$ cat config.mk
export PLATFORM = sky130hd
export DESIGN_NAME = ts_frame_scheduler
export DESIGN_NICKNAME = d
export VERILOG_FILES = /design/src/rtl/ts_frame_scheduler.sv
export SDC_FILE = /design/constraint.sdc
export NUM_CORES = 1
export LEC_CHECK = 0
export ABC_AREA = 1
export CELL_PAD_IN_SITES_DETAIL_PLACEMENT = 1
export CELL_PAD_IN_SITES_GLOBAL_PLACEMENT = 1
export CORE_MARGIN = 4
export CORE_UTILIZATION = 30
export CTS_CLUSTER_DIAMETER = 40
export CTS_CLUSTER_SIZE = 28
export DETAILED_ROUTE_END_ITERATION = 12
export GPL_ROUTABILITY_DRIVEN = 0
export GPL_TIMING_DRIVEN = 0
export HOLD_SLACK_MARGIN = 0.15
export PLACE_DENSITY = 0.69
export REMOVE_ABC_BUFFERS = 1
export SYNTH_ARGS = -nofsm -noshare
export SYNTH_HDL_FRONTEND = slang
export SYNTH_SLANG_ARGS = --single-unit
export TNS_END_PERCENT = 30
$ cat constraint.sdc
create_clock -name iClk -period 2.2 [get_ports iClk]
set_clock_uncertainty 0.1 [all_clocks]
set_input_delay 0.44 -clock iClk [delete_from_list [all_inputs] [get_ports iClk]]
set_output_delay 0.44 -clock iClk [all_outputs]
set_load 0.02 [all_outputs]
$ cat src/rtl/ts_frame_scheduler.sv
// ts_frame_scheduler: builds the per-byte control stream for the sync-invert /
// PRBS randomizer. Each frame is PKT_LEN transport bytes followed by CHK_LEN
// check slots, paced by the downstream strobe iEn. At every packet boundary
// the frame is filled either from the incoming TS or from an internal null
// packet generator, so the randomizer always sees a full-rate, well-formed
// frame, even when the input is absent or malformed.
module ts_frame_scheduler #(
    parameter int         PKT_LEN    = 188,
    parameter int         CHK_LEN    = 16,
    parameter logic [7:0] SYNC_BYTE  = 8'h47,
    parameter logic [7:0] STUFF_BYTE = 8'hFF
) (
    input  logic        iClk,
    input  logic        iClrn,
    input  logic        iEn,
    input  logic [7:0]  iData,
    input  logic        iValid,
    input  logic        iSop,
    output logic        oReady,
    output logic [7:0]  oData,
    output logic        oValid,
    output logic        oPSync,
    output logic        oCheck,
    output logic [15:0] oNullCnt,
    output logic [7:0]  oErrCnt
);

    localparam int FRAME_LEN = PKT_LEN + CHK_LEN;
    localparam int IDX_W     = $clog2(FRAME_LEN);

    localparam logic [IDX_W-1:0] LAST_PAYLOAD = IDX_W'(PKT_LEN - 1);
    localparam logic [IDX_W-1:0] LAST_CHECK   = IDX_W'(FRAME_LEN - 1);

    localparam logic [1:0] ST_SYNC    = 2'd0;
    localparam logic [1:0] ST_PAYLOAD = 2'd1;
    localparam logic [1:0] ST_CHECK   = 2'd2;

    logic [1:0]       state,    stateNxt;
    logic [IDX_W-1:0] idx,      idxNxt;
    logic             srcTs,    srcTsNxt;   // 1: frame carries input TS, 0: null packet
    logic             abort,    abortNxt;   // input packet given up, stuff the rest
    logic [7:0]       dataNxt;
    logic             pSyncNxt;
    logic             checkNxt;
    logic             errInc;
    logic             nullInc;

    // Null packet: PID 0x1FFF with payload-only adaptation control, then stuffing.
    function automatic logic [7:0] nullByte(input logic [IDX_W-1:0] pos);
        case (pos)
            IDX_W'(1): nullByte = 8'h1F;
            IDX_W'(2): nullByte = 8'hFF;
            IDX_W'(3): nullByte = 8'h10;
            default:   nullByte = STUFF_BYTE;
        endcase
    endfunction

    // An input byte is taken at every packet boundary (sop or dropped garbage)
    // and during a live TS payload, except a premature sop that must be kept
    // upstream for the next boundary.
    assign oReady = iEn && ((state == ST_SYNC) ||
                            (state == ST_PAYLOAD && srcTs && !abort && !(iValid && iSop)));

    // Next-state, next-output and counter-increment decisions for one strobe.
    always_comb begin
        // NOTE: every signal gets a default before the case so that no path
        // leaves one unassigned, which would otherwise infer a latch.
        stateNxt = state;
        idxNxt   = idx;
        srcTsNxt = srcTs;
        abortNxt = abort;
        dataNxt  = oData;
        pSyncNxt = oPSync;
        checkNxt = oCheck;
        errInc   = 1'b0;
        nullInc  = 1'b0;

        if (iEn) begin
            case (state)
                ST_SYNC: begin
                    dataNxt  = SYNC_BYTE;
                    pSyncNxt = 1'b1;
                    checkNxt = 1'b0;
                    abortNxt = 1'b0;
                    idxNxt   = IDX_W'(1);
                    stateNxt = ST_PAYLOAD;
                    if (iValid && iSop) begin
                        srcTsNxt = 1'b1;
                        errInc   = (iData != SYNC_BYTE);
                    end else begin
                        // Non-sop bytes here are dropped and counted as errors.
                        srcTsNxt = 1'b0;
                        nullInc  = 1'b1;
                        errInc   = iValid;
                    end
                end

                ST_PAYLOAD: begin
                    pSyncNxt = 1'b0;
                    checkNxt = 1'b0;
                    idxNxt   = idx + IDX_W'(1);
                    if (idx == LAST_PAYLOAD) begin
                        stateNxt = ST_CHECK;
                    end
                    if (srcTs && !abort) begin
                        if (iValid && !iSop) begin
                            dataNxt = iData;
                        end else begin
                            // Underrun or misaligned sop: one error, stuff the rest.
                            abortNxt = 1'b1;
                            errInc   = 1'b1;
                            dataNxt  = STUFF_BYTE;
                        end
                    end else if (srcTs) begin
                        dataNxt = STUFF_BYTE;
                    end else begin
                        dataNxt = nullByte(idx);
                    end
                end

                ST_CHECK: begin
                    dataNxt  = 8'h00;
                    pSyncNxt = 1'b0;
                    checkNxt = 1'b1;
                    if (idx == LAST_CHECK) begin
                        idxNxt   = '0;
                        stateNxt = ST_SYNC;
                    end else begin
                        idxNxt = idx + IDX_W'(1);
                    end
                end

                default: begin
                    idxNxt   = '0;
                    stateNxt = ST_SYNC;
                end
            endcase
        end
    end

    // Registered frame state, output byte (latency 1 per strobe) and counters.
    always_ff @(posedge iClk or negedge iClrn) begin
        if (!iClrn) begin
            state    <= ST_SYNC;
            idx      <= '0;
            srcTs    <= 1'b0;
            abort    <= 1'b0;
            oData    <= 8'h00;
            oValid   <= 1'b0;
            oPSync   <= 1'b0;
            oCheck   <= 1'b0;
            oNullCnt <= 16'h0000;
            oErrCnt  <= 8'h00;
        end else begin
            // NOTE: non-blocking assignments here so every register samples the
            // pre-edge values computed above, independent of statement order.
            state  <= stateNxt;
            idx    <= idxNxt;
            srcTs  <= srcTsNxt;
            abort  <= abortNxt;
            oData  <= dataNxt;
            oValid <= iEn;
            oPSync <= pSyncNxt;
            oCheck <= checkNxt;
            if (nullInc && oNullCnt != 16'hFFFF) begin
                oNullCnt <= oNullCnt + 16'd1;
            end
            if (errInc && oErrCnt != 8'hFF) begin
                oErrCnt <= oErrCnt + 8'd1;
            end
        end
    end

endmodule
==> results.py <==
metrics = {
    "status": {
        "status": "complete, no violations",
    },
    "cells_and_area": {
        "postLayoutCellArea_sq_um": 3440,
        "drive_above_1_share_pct": 7.64,
        "fin_util_pct": 39.3,
        "fin_cells": 514,
        "nets": 427,
        "num-fill-cells": 1084,
        "syn_to_final_growth_pct": 26.9,
        "antenna-diode-count": 0,
    },
    "global_route": {
        "grt_pass1_vias": 2588,
        "track_usage_pct": 14.3,
        "grt.overflow.total": 0,
        "grt_max_degree": 37,
        "antenna_found_initial": 0,
        "grt_pass1_wl_mm": 12.3,
    },
    "place": {
        "io_buffers": 48,
        "dp_cells": 505,
        "dp_hpwl_mm": 5.44,
        "place_ws_ns": -0.402,
        "placed_area_sq_um": 3320,
    },
    "drt": {
        "routed_wl_mm": 7.10,
        "drtIter0Drc": 60,
        "routedWlPerCell_microns": 13.8,
        "viasPerCell": 4.75,
        "ant_nets": 0,
        "via_count": 2444,
        "drc": 0,
        "firstDrtPassIters": 4,
    },
    "logic_synthesis": {
        "syn-cell-area_sq_um": 2720,
        "synth-edff-count": 0,
        "synth_ff_type": "dfrtp_1",
        "synth_top_area_cell": "dfrtp_1",
        "synth-seq-cells": 47,
        "yosys_warnings": 0,
        "synth_cell_types": 32,
        "ys_seq_area_share_pct": 43.3,
        "netlist_instances": 352,
        "avgSynthCellArea_sq_um": 7.71,
        "yosys-top-cells-count": "126 x nand2_1, 47 x dfrtp_1, 33 x nor2_1, 28 x inv_1, 21 x o21ai_0",
        "yosysTopAreaCellShare_pct": 43.3,
        "ys_async_sr_fraction_pct": 100,
        "synth_area_leaders": "dfrtp_1 43%, nand2_1 17%, xor2_1 4.8%",
        "synth_most_common_cell": "nand2_1",
    },
    "run": {
        "max_cap_violations": 0,
    },
    "sta": {
        "fin_tns_setup_ns": 0,
        "period_minus_slack_ns": 2.05,
        "worst_slack_ns": 0.150,
        "hold_viol_final": 0,
        "relSlewSlack_pct": 62.8,
        "fmax_mhz": 488,
        "tightest_slew_ns": 0.556,
        "slew_viol_final": 0,
        "rsz0062_at_grt": "no",
        "setup_violations": 0,
        "period_share_pct": 93.2,
    },
    "clock_network": {
        "path_clk_slew_ns": 0.09,
        "clkSinkCount": 47,
        "htreeDepth": 2,
        "tritoncts": "built",
        "cts_buffers": 5,
        "cts_buffer_depth": 2,
        "clkLatencyLatePin_ns": 0.30,
        "clock-root-buffer": "clkbuf_8",
        "postCtsSetupRepairBufs": 0,
    },
    "floorplanning": {
        "chipHeight_microns": 103,
        "die_w_microns": 103,
        "num_rows": 34,
        "initial_core_util_pct": 31.0,
        "coreArea_sq_um": 8760,
        "ios": 49,
        "die-area_sq_um": 10600,
    },
    "hold_path": {
        "hold_path.class": "reg2reg",
    },
    "critical_path": {
        "crit_required_ns": 1.66,
        "startpoint_type": "primary input",
        "crit_type": "in2out",
        "cp-end-kind": "output port",
        "critPathArrivalTime_ns": 1.51,
        "cp_max_fo": 5,
    },
    "power_and_ir_drop": {
        "peakVddDrop_mv": 0.528,
        "p_leak_uw": 0.00153,
        "power_density_nw_per_um2": 1030,
    },
}
## metal layers
layer	routed length (microns)	global-route usage [%]	share of wire, %
met1	3350	18.8	47
met2	3450	24.5	49
met3	206	2.57	2.9
met4	92	3.39	1.3
met5	0	0	0
## kinds of logic (layout without fill, tap and decap cells)
logic type      after synthesis  after routing  synth area share [%]
flops                        47             47                  43.3
buf+inv                      34             88                  5.25
fa+ha+maj                     9              9                  4.15
xor+xnor                     21             21                  6.77
compound gates               39             39                  8.43
simple gates                202            202                  32.1
## per-stage QoR
stage          hold slack [ns]  power [uW]
2_1_floorplan           0.0444        2300
3_3_place_gp             0.368        2950
3_5_place_dp             0.254        3010
4_1_cts                  0.405        3610
5_1_grt                  0.424        3860
6_report                 0.398        3560
## critical path, stage by stage
cell             delay (ns)
clkdlybuf4s50_1        0.58
nand2_1                0.12
o31ai_2                0.19
buf_4                  0.18
## registers in the layout, indices dropped and copies added, names as in the netlist, 2 cells and up
| name | cells |
|---|---|
| state | 2 |
| oData | 8 |
| oNullCnt | 16 |
| idx | 8 |
| oErrCnt | 8 |
## layout by cell type, fill, tap and decap left out, types with 2 or more instances in the layout
master / n
xnor2_1: 6
nand2_4: 2
nand3_1: 19
o21ai_0: 21
o21ai_2: 3
nand2_1: 126
o211ai_1: 2
xor2_1: 15
nand4_1: 5
nor2_2: 3
inv_2: 2
inv_1: 27
nor2_1: 31
nor2_4: 2
nand3b_1: 4
dfrtp_1: 46
a21oi_1: 7
nand3_2: 2
clkdlybuf4s50_1: 46
clkbuf_8: 6
ha_1: 8
nor3_1: 6
## final timing paths
path,depth (start not counted),from,to,slack (ns)
min reg2reg,1,oPSync,oPSync,0.40
min in group asynchronous,2,iClrn,idx[5],0.45
max in group asynchronous,3,iClrn,state[0],1.05
max reg2reg,8,state[0],oNullCnt[4],0.31
min,1,oPSync,oPSync,0.40
max,4,iEn,oReady,0.15
## layout make-up
class,instances,area [sq um],share of cell area [%]
Multi-Input combinational cell,271,1420,41.2
Sequential cell,47,1180,34.2
Timing Repair Buffer,50,503,14.6
Tap cell,108,135,3.92
Inverter,30,115,3.34
Clock buffer,7,86.3,2.51
Clock inverter,1,8.76,0.254
## repair_timing
item	CTS	global route
hold buffers	1	0
hold endpoints to repair	11	0
pin swaps	0	1
endpoints found under the setup margin	1	11
gates resized for setup	8	5
## report_power, final
part	switching, uW	internal, uW
logic	959	687
registers	252	1100
clock network	303	258
total	1510	2050
(Power assumes the default switching activity.)
